<file path="config.mk">
export PLATFORM = sky130hd
export DESIGN_NAME = bcd2bin
export DESIGN_NICKNAME = d
export VERILOG_FILES = /design/src/rtl/bcd2bin.sv
export SDC_FILE = /design/constraint.sdc
export NUM_CORES = 1
export LEC_CHECK = 0
export BUFFER_PORTS_ARGS = -buffer_cell sky130_fd_sc_hd__buf_2
export CAP_MARGIN = 10
export CORE_UTILIZATION = 50
export DETAILED_ROUTE_END_ITERATION = 6
export PLACE_DENSITY = 0.72
export SLEW_MARGIN = 40
export SYNTH_ARGS = -nofsm -noshare
export SYNTH_HDL_FRONTEND = slang
export SYNTH_SLANG_ARGS = --single-unit
</file>
<file path="constraint.sdc">
create_clock -name pixel_clk_in -period 1.37 [get_ports pixel_clk_in]
set_input_delay 0.0685 -clock pixel_clk_in [delete_from_list [all_inputs] [get_ports pixel_clk_in]]
set_output_delay 0.0685 -clock pixel_clk_in [all_outputs]
set_load 0.02 [all_outputs]
</file>
<file path="src/rtl/bcd2bin.sv">
// Four-digit BCD to 14-bit binary converter using a serial reverse double-dabble.
// Optional macro BCD2BIN_RANGE_CHECK_EN flags inputs that contain a nibble above 9.
module bcd2bin #(
    parameter int unsigned NUM_DIGITS = 4
) (
    input  logic                      pixel_clk_in,
    input  logic                      rst_in,
    input  logic                      data_valid_in,
    input  logic [4*NUM_DIGITS-1:0]   bcd_in,
    output logic                      busy_out,
    output logic [13:0]               bin_out,
    output logic                      data_valid_out,
    output logic                      error_out
);

    localparam int unsigned BCD_W  = 4 * NUM_DIGITS;
    localparam int unsigned WORK_W = 2 * BCD_W;
    localparam int unsigned BIN_W  = 14;
    localparam int unsigned CNT_W  = 5;
    localparam int unsigned STEPS  = BCD_W;

    typedef enum logic [1:0] {
        IDLE  = 2'd0,
        SHIFT = 2'd1,
        DONE  = 2'd2
    } state_t;

    state_t             state_q, state_d;
    logic [WORK_W-1:0]  work_q, work_d;
    logic [CNT_W-1:0]   cnt_q, cnt_d;
    logic               busy_q, busy_d;
    logic               valid_q, valid_d;
    logic [BIN_W-1:0]   bin_q, bin_d;
    logic               err_q, err_d;
    logic [WORK_W-1:0]  step_c;

`ifdef BCD2BIN_RANGE_CHECK_EN
    logic               bad_q, bad_d;
    logic               digit_bad_c;

    // Any nibble outside 0..9 makes the request an error.
    always_comb begin
        digit_bad_c = 1'b0;
        for (int unsigned i = 0; i < NUM_DIGITS; i++) begin
            if (bcd_in[4*i +: 4] > 4'd9) begin
                digit_bad_c = 1'b1;
            end
        end
    end
`endif

    // One reverse double-dabble step: halve, then fix nibbles that received a carried-in bit.
    always_comb begin
        step_c = work_q >> 1;
        for (int unsigned i = 0; i < NUM_DIGITS; i++) begin
            if (step_c[BCD_W + 4*i +: 4] >= 4'd8) begin
                step_c[BCD_W + 4*i +: 4] = step_c[BCD_W + 4*i +: 4] - 4'd3;
            end
        end
    end

    // Next-state and registered-output logic.
    always_comb begin
        state_d = state_q;
        work_d  = work_q;
        cnt_d   = cnt_q;
        busy_d  = busy_q;
        valid_d = 1'b0;
        bin_d   = bin_q;
        err_d   = err_q;
`ifdef BCD2BIN_RANGE_CHECK_EN
        bad_d   = bad_q;
`endif
        case (state_q)
            IDLE: begin
                if (data_valid_in) begin
                    work_d = {bcd_in, BCD_W'(0)};
                    cnt_d  = CNT_W'(0);
                    busy_d = 1'b1;
`ifdef BCD2BIN_RANGE_CHECK_EN
                    bad_d   = digit_bad_c;
                    state_d = digit_bad_c ? DONE : SHIFT;
`else
                    state_d = SHIFT;
`endif
                end
            end
            SHIFT: begin
                work_d = step_c;
                cnt_d  = cnt_q + CNT_W'(1);
                if (cnt_q == CNT_W'(STEPS - 1)) begin
                    state_d = DONE;
                end
            end
            DONE: begin
                valid_d = 1'b1;
                busy_d  = 1'b0;
                state_d = IDLE;
`ifdef BCD2BIN_RANGE_CHECK_EN
                if (bad_q) begin
                    bin_d = BIN_W'(0);
                    err_d = 1'b1;
                end else begin
                    bin_d = work_q[BIN_W-1:0];
                    err_d = 1'b0;
                end
`else
                bin_d = work_q[BIN_W-1:0];
                err_d = 1'b0;
`endif
            end
            default: begin
                state_d = IDLE;
            end
        endcase
    end

    always_ff @(posedge pixel_clk_in) begin
        if (rst_in) begin
            state_q <= IDLE;
            work_q  <= WORK_W'(0);
            cnt_q   <= CNT_W'(0);
            busy_q  <= 1'b0;
            valid_q <= 1'b0;
            bin_q   <= BIN_W'(0);
            err_q   <= 1'b0;
`ifdef BCD2BIN_RANGE_CHECK_EN
            bad_q   <= 1'b0;
`endif
        end else begin
            state_q <= state_d;
            work_q  <= work_d;
            cnt_q   <= cnt_d;
            busy_q  <= busy_d;
            valid_q <= valid_d;
            bin_q   <= bin_d;
            err_q   <= err_d;
`ifdef BCD2BIN_RANGE_CHECK_EN
            bad_q   <= bad_d;
`endif
        end
    end

    assign busy_out       = busy_q;
    assign data_valid_out = valid_q;
    assign bin_out        = bin_q;
    assign error_out      = err_q;

endmodule

</file>
==> key figures <==
Status
  • Status: complete, no violations

Logic synthesis
  • Fraction of registers with async set/reset: 0%
  • YS warnings: 0
  • Cell Area, Synth: 2270 sq um
  • Main synth FF type: dfxtp_1
  • Post-synthesis sequential area ratio: 48.5%
  • Cells after synthesis: about 240
  • Post-synthesis cell type count: 38
  • Syn nets: between 200 and 300
  • Synthesized area per cell: 9.42 sq um
  • Yosys reg bits: 55
  • Number of flops mapped to enable cells by yosys: 0

Cells and area
  • Layout Nets: ~320
  • Filler cells: about 380
  • Layout cells sized above 1: 26.2%
  • Area Growth Syn to Fin: 20.5%
  • Finished Layout Cells: 342
  • Antenna diodes: 0

Detailed routing
  • Initial DRC Count: 120
  • Via density per instance: approximately 5.4
  • Drt first pass iters: 4
  • DRT Wirelength: 4.40 mm
  • Via count: between 1.5k and 2k
  • Wire length per cell: 12.9 microns
  • DRC Markers: 0
  • Routed Antenna Nets: 0

Floorplan
  • Die area: 4810 sq um
  • Num ports: 36
  • Row count: 24
  • Die Height: 69.4 microns
  • Starting density of the core: 52.1%
  • Die Span X: approximately 70 microns
  • Core Region: about 4400 sq um

Clock network
  • CTS buffer count: 5
  • Clock buffer depth: 2
  • H-tree depth: 2
  • Clock Root Buffer: clkbuf_8
  • CTS tree: done
  • Clk slew on worst S/H paths: roughly 0.1 ns
  • Clock sink total: between 50 and 60
  • Clk_lat worst skew: slightly above 0.3 ns
  • Setup Buffers After CTS: 0

Global routing
  • Number of global-route vias before repair: around 1.8k
  • Grt total ovfl: 0
  • All-Layer GR Usage: between 10% and 20%
  • Pin count of the biggest net entering global routing: 20
  • Initial antenna violation count: 0
  • First-pass GRT wire length: slightly below 8 mm

Job
  • Number of max-cap violations: 0

Setup path
  • WP data arrival: roughly 1.5 ns
  • Critical path startpoint category: flop
  • CP required: between 1.5 and 2 ns
  • Worst path bufs/invs: 0
  • Max incr delay on CP: about 0.42 ns
  • Crit. End Element: flop
  • CP delay by family, top: simple AND/OR/NAND/NOR gates
  • Crit path cell chain: or3b_1 -> and3_1 -> mux2_4
  • Max FO, Critical Path: 5
  • Setup crit start: state_q[1]$_SDFFE_PP0P_
  • CP Class: flop to flop
  • Crit path max-delay cell type: or3b_1
  • FF-to-FF Start: state_q[1]$_SDFFE_PP0P_

Worst hold path
  • Hold Crit Class: input pin to flop
  • Min-Delay Startpoint: bcd_in[9]

Timing
  • Slew HR: between 60% and 70%
  • Max Fclk: 762 MHz
  • Worst-Margin Slew: between 0.5 and 0.6 ns
  • Setup_tns: 0 ns
  • Final worst setup slack: 0.0571 ns
  • Period utilization: a little over nine tenths
  • Final min period: approximately 1.3 ns
  • Max-slew violations: 0
  • Clock skew: between 0.005 and 0.006 ns
  • Final Hold Vio Count: 0
  • RSZ-0062 raised after global routing: no
  • Final setup violation count: 0

Place
  • Dpl cells: around 330
  • Final HPWL DP: about 3 mm
  • Dpl ws: -0.0438 ns
  • Placer congestion estimate: around 0.75
  • Port Buffers: 34

Pwr
  • P_leak: 1.14 nW
  • Worst vdd ir: ~0.0007 V
  • Pwr dens: about 1100 nW/um^2
## repair_timing
| action | CTS | global route |
|---|---|---|
| gates resized for setup | 2 | 8 |
| hold buffers | 6 | 0 |
| hold endpoints to repair | 6 | 0 |
| endpoints found under the setup margin | 17 | 9 |
## report_power, final
group / leakage, nW / internal [W] / switching, W / total [W]
clock: 0.0467 / 0.000380 / 0.000561 / 0.000941
combinational: 0.640 / 0.000180 / 0.000182 / 0.000362
sequential: 0.449 / 0.00165 / 0.0000475 / 0.00170
total: 1.14 / 0.00221 / 0.000790 / 0.00300
## cells by family (layout without fill, tap and decap cells)
logic type / Yosys count / in the layout / share of synthesized area (%)
buffers and inverters: 26 / 75 / 5.68
multiplexers: 5 / 5 / 2.59
flip-flops: 55 / 55 / 48.5
AO/OA/AOI/OAI: 66 / 66 / 20.9
AND/OR/NAND/NOR: 74 / 74 / 15.4
adder cells (fa/ha/maj): 8 / 8 / 4.41
XOR/XNOR: 6 / 6 / 2.32
other: 1 / 1 / 0.165
## registers in the layout, indices dropped and copies added (netlist names)
signal	cells
work_q	32
bin_out	14
data_valid_out	1
state_q	2
busy_out	1
cnt_q	5
## cell usage after synthesis, types with 2 or more instances
library cell / n / share of area [%]
a21oi_1: 22 / 4.9
a221o_1: 3 / 1.3
a22o_1: 14 / 5.4
a22oi_1: 2 / 0.66
a311oi_1: 3 / 1.2
a31oi_1: 4 / 1.1
and3_1: 3 / 0.83
buf_2: 7 / 1.5
buf_4: 2 / 0.66
buf_6: 2 / 0.99
clkbuf_1: 6 / 0.99
dfxtp_1: 55 / 49
ha_1: 8 / 4.4
inv_1: 9 / 1.5
mux2_2: 3 / 1.5
nand2_1: 36 / 6.0
nand2b_1: 2 / 0.55
nand3b_1: 3 / 0.99
nor2_1: 13 / 2.2
nor2b_1: 8 / 2.2
nor3_1: 3 / 0.66
o21ai_0: 5 / 1.1
o221a_2: 3 / 1.5
o221ai_1: 6 / 2.3
xnor2_1: 6 / 2.3
## path summary, 6_finish.rpt
| check | endpoint | slack (ns) | cells past startpoint |
|---|---|---|---|
| min reg2reg | bin_out[7]$_SDFFE_PP0P_ | 0.46 | 2 |
| max reg2reg | cnt_q[3]$_SDFFE_PP0P_ | 0.06 | 3 |
| max | cnt_q[3]$_SDFFE_PP0P_ | 0.06 | 3 |
| min | work_q[25]$_SDFFE_PP0P_ | 0.02 | 3 |
## through the flow
| step | power, W | instance area, sq um | hold slack [ns] | utilization, % |
|---|---|---|---|---|
| 2_1_floorplan | 0.00197 | 2270 | 0.184 | - |
| 3_3_place_gp | 0.00207 | 2560 | 0.276 | 58.7 |
| 3_5_place_dp | 0.00208 | 2560 | 0.278 | 58.7 |
| 4_1_cts | 0.00303 | 2720 | 0.0245 | 62.5 |
| 5_1_grt | 0.00314 | 2740 | 0.0285 | 62.8 |
| 6_report | 0.00300 | 2740 | 0.0249 | 62.8 |
## worst register-to-register path: cells and delay by family, from the launching register on
family | cells | cell delay, ns
multiplexers | 1 | 0.25
AND/OR/NAND/NOR | 2 | 0.62
flip-flops | 1 | 0.36
## cell usage in the layout (no fill, tap or decap), types with 4 or more instances in the layout
master	instances
buf_2	34
o221ai_1	6
xnor2_1	6
nor2b_1	7
dfxtp_1	51
inv_1	9
clkbuf_8	5
a22o_1	14
ha_1	8
nor2_1	12
a21oi_1	22
o21ai_0	4
a31oi_1	4
nand2_1	36
buf_4	16
dlygate4sd3_1	6
## area by class of cell
class / instances / area (sq um) / share of cell area, %
sequential: 55 / 1110 / 40.5
multi-input combinational: 160 / 1050 / 38.4
timing repair buffer: 58 / 382 / 14.0
clock buffer: 5 / 68.8 / 2.52
tap: 52 / 65.1 / 2.38
inverter: 9 / 33.8 / 1.24
clock inverter: 3 / 27.5 / 1.01
## per-layer routing
metal / vias to the layer above / wire length [microns] / part of all wire [%] / track usage, %
met3: 6 / 136 / 3.1 / 5.52
li1: 936 / - / - / -
met1: 876 / 2130 / 49 / 25.3
met5: - / 0 / 0 / 0
met4: 0 / 48 / 1.1 / 5.44
met2: 22 / 2080 / 47 / 33.2
Power figures use the tool's default switching activity.
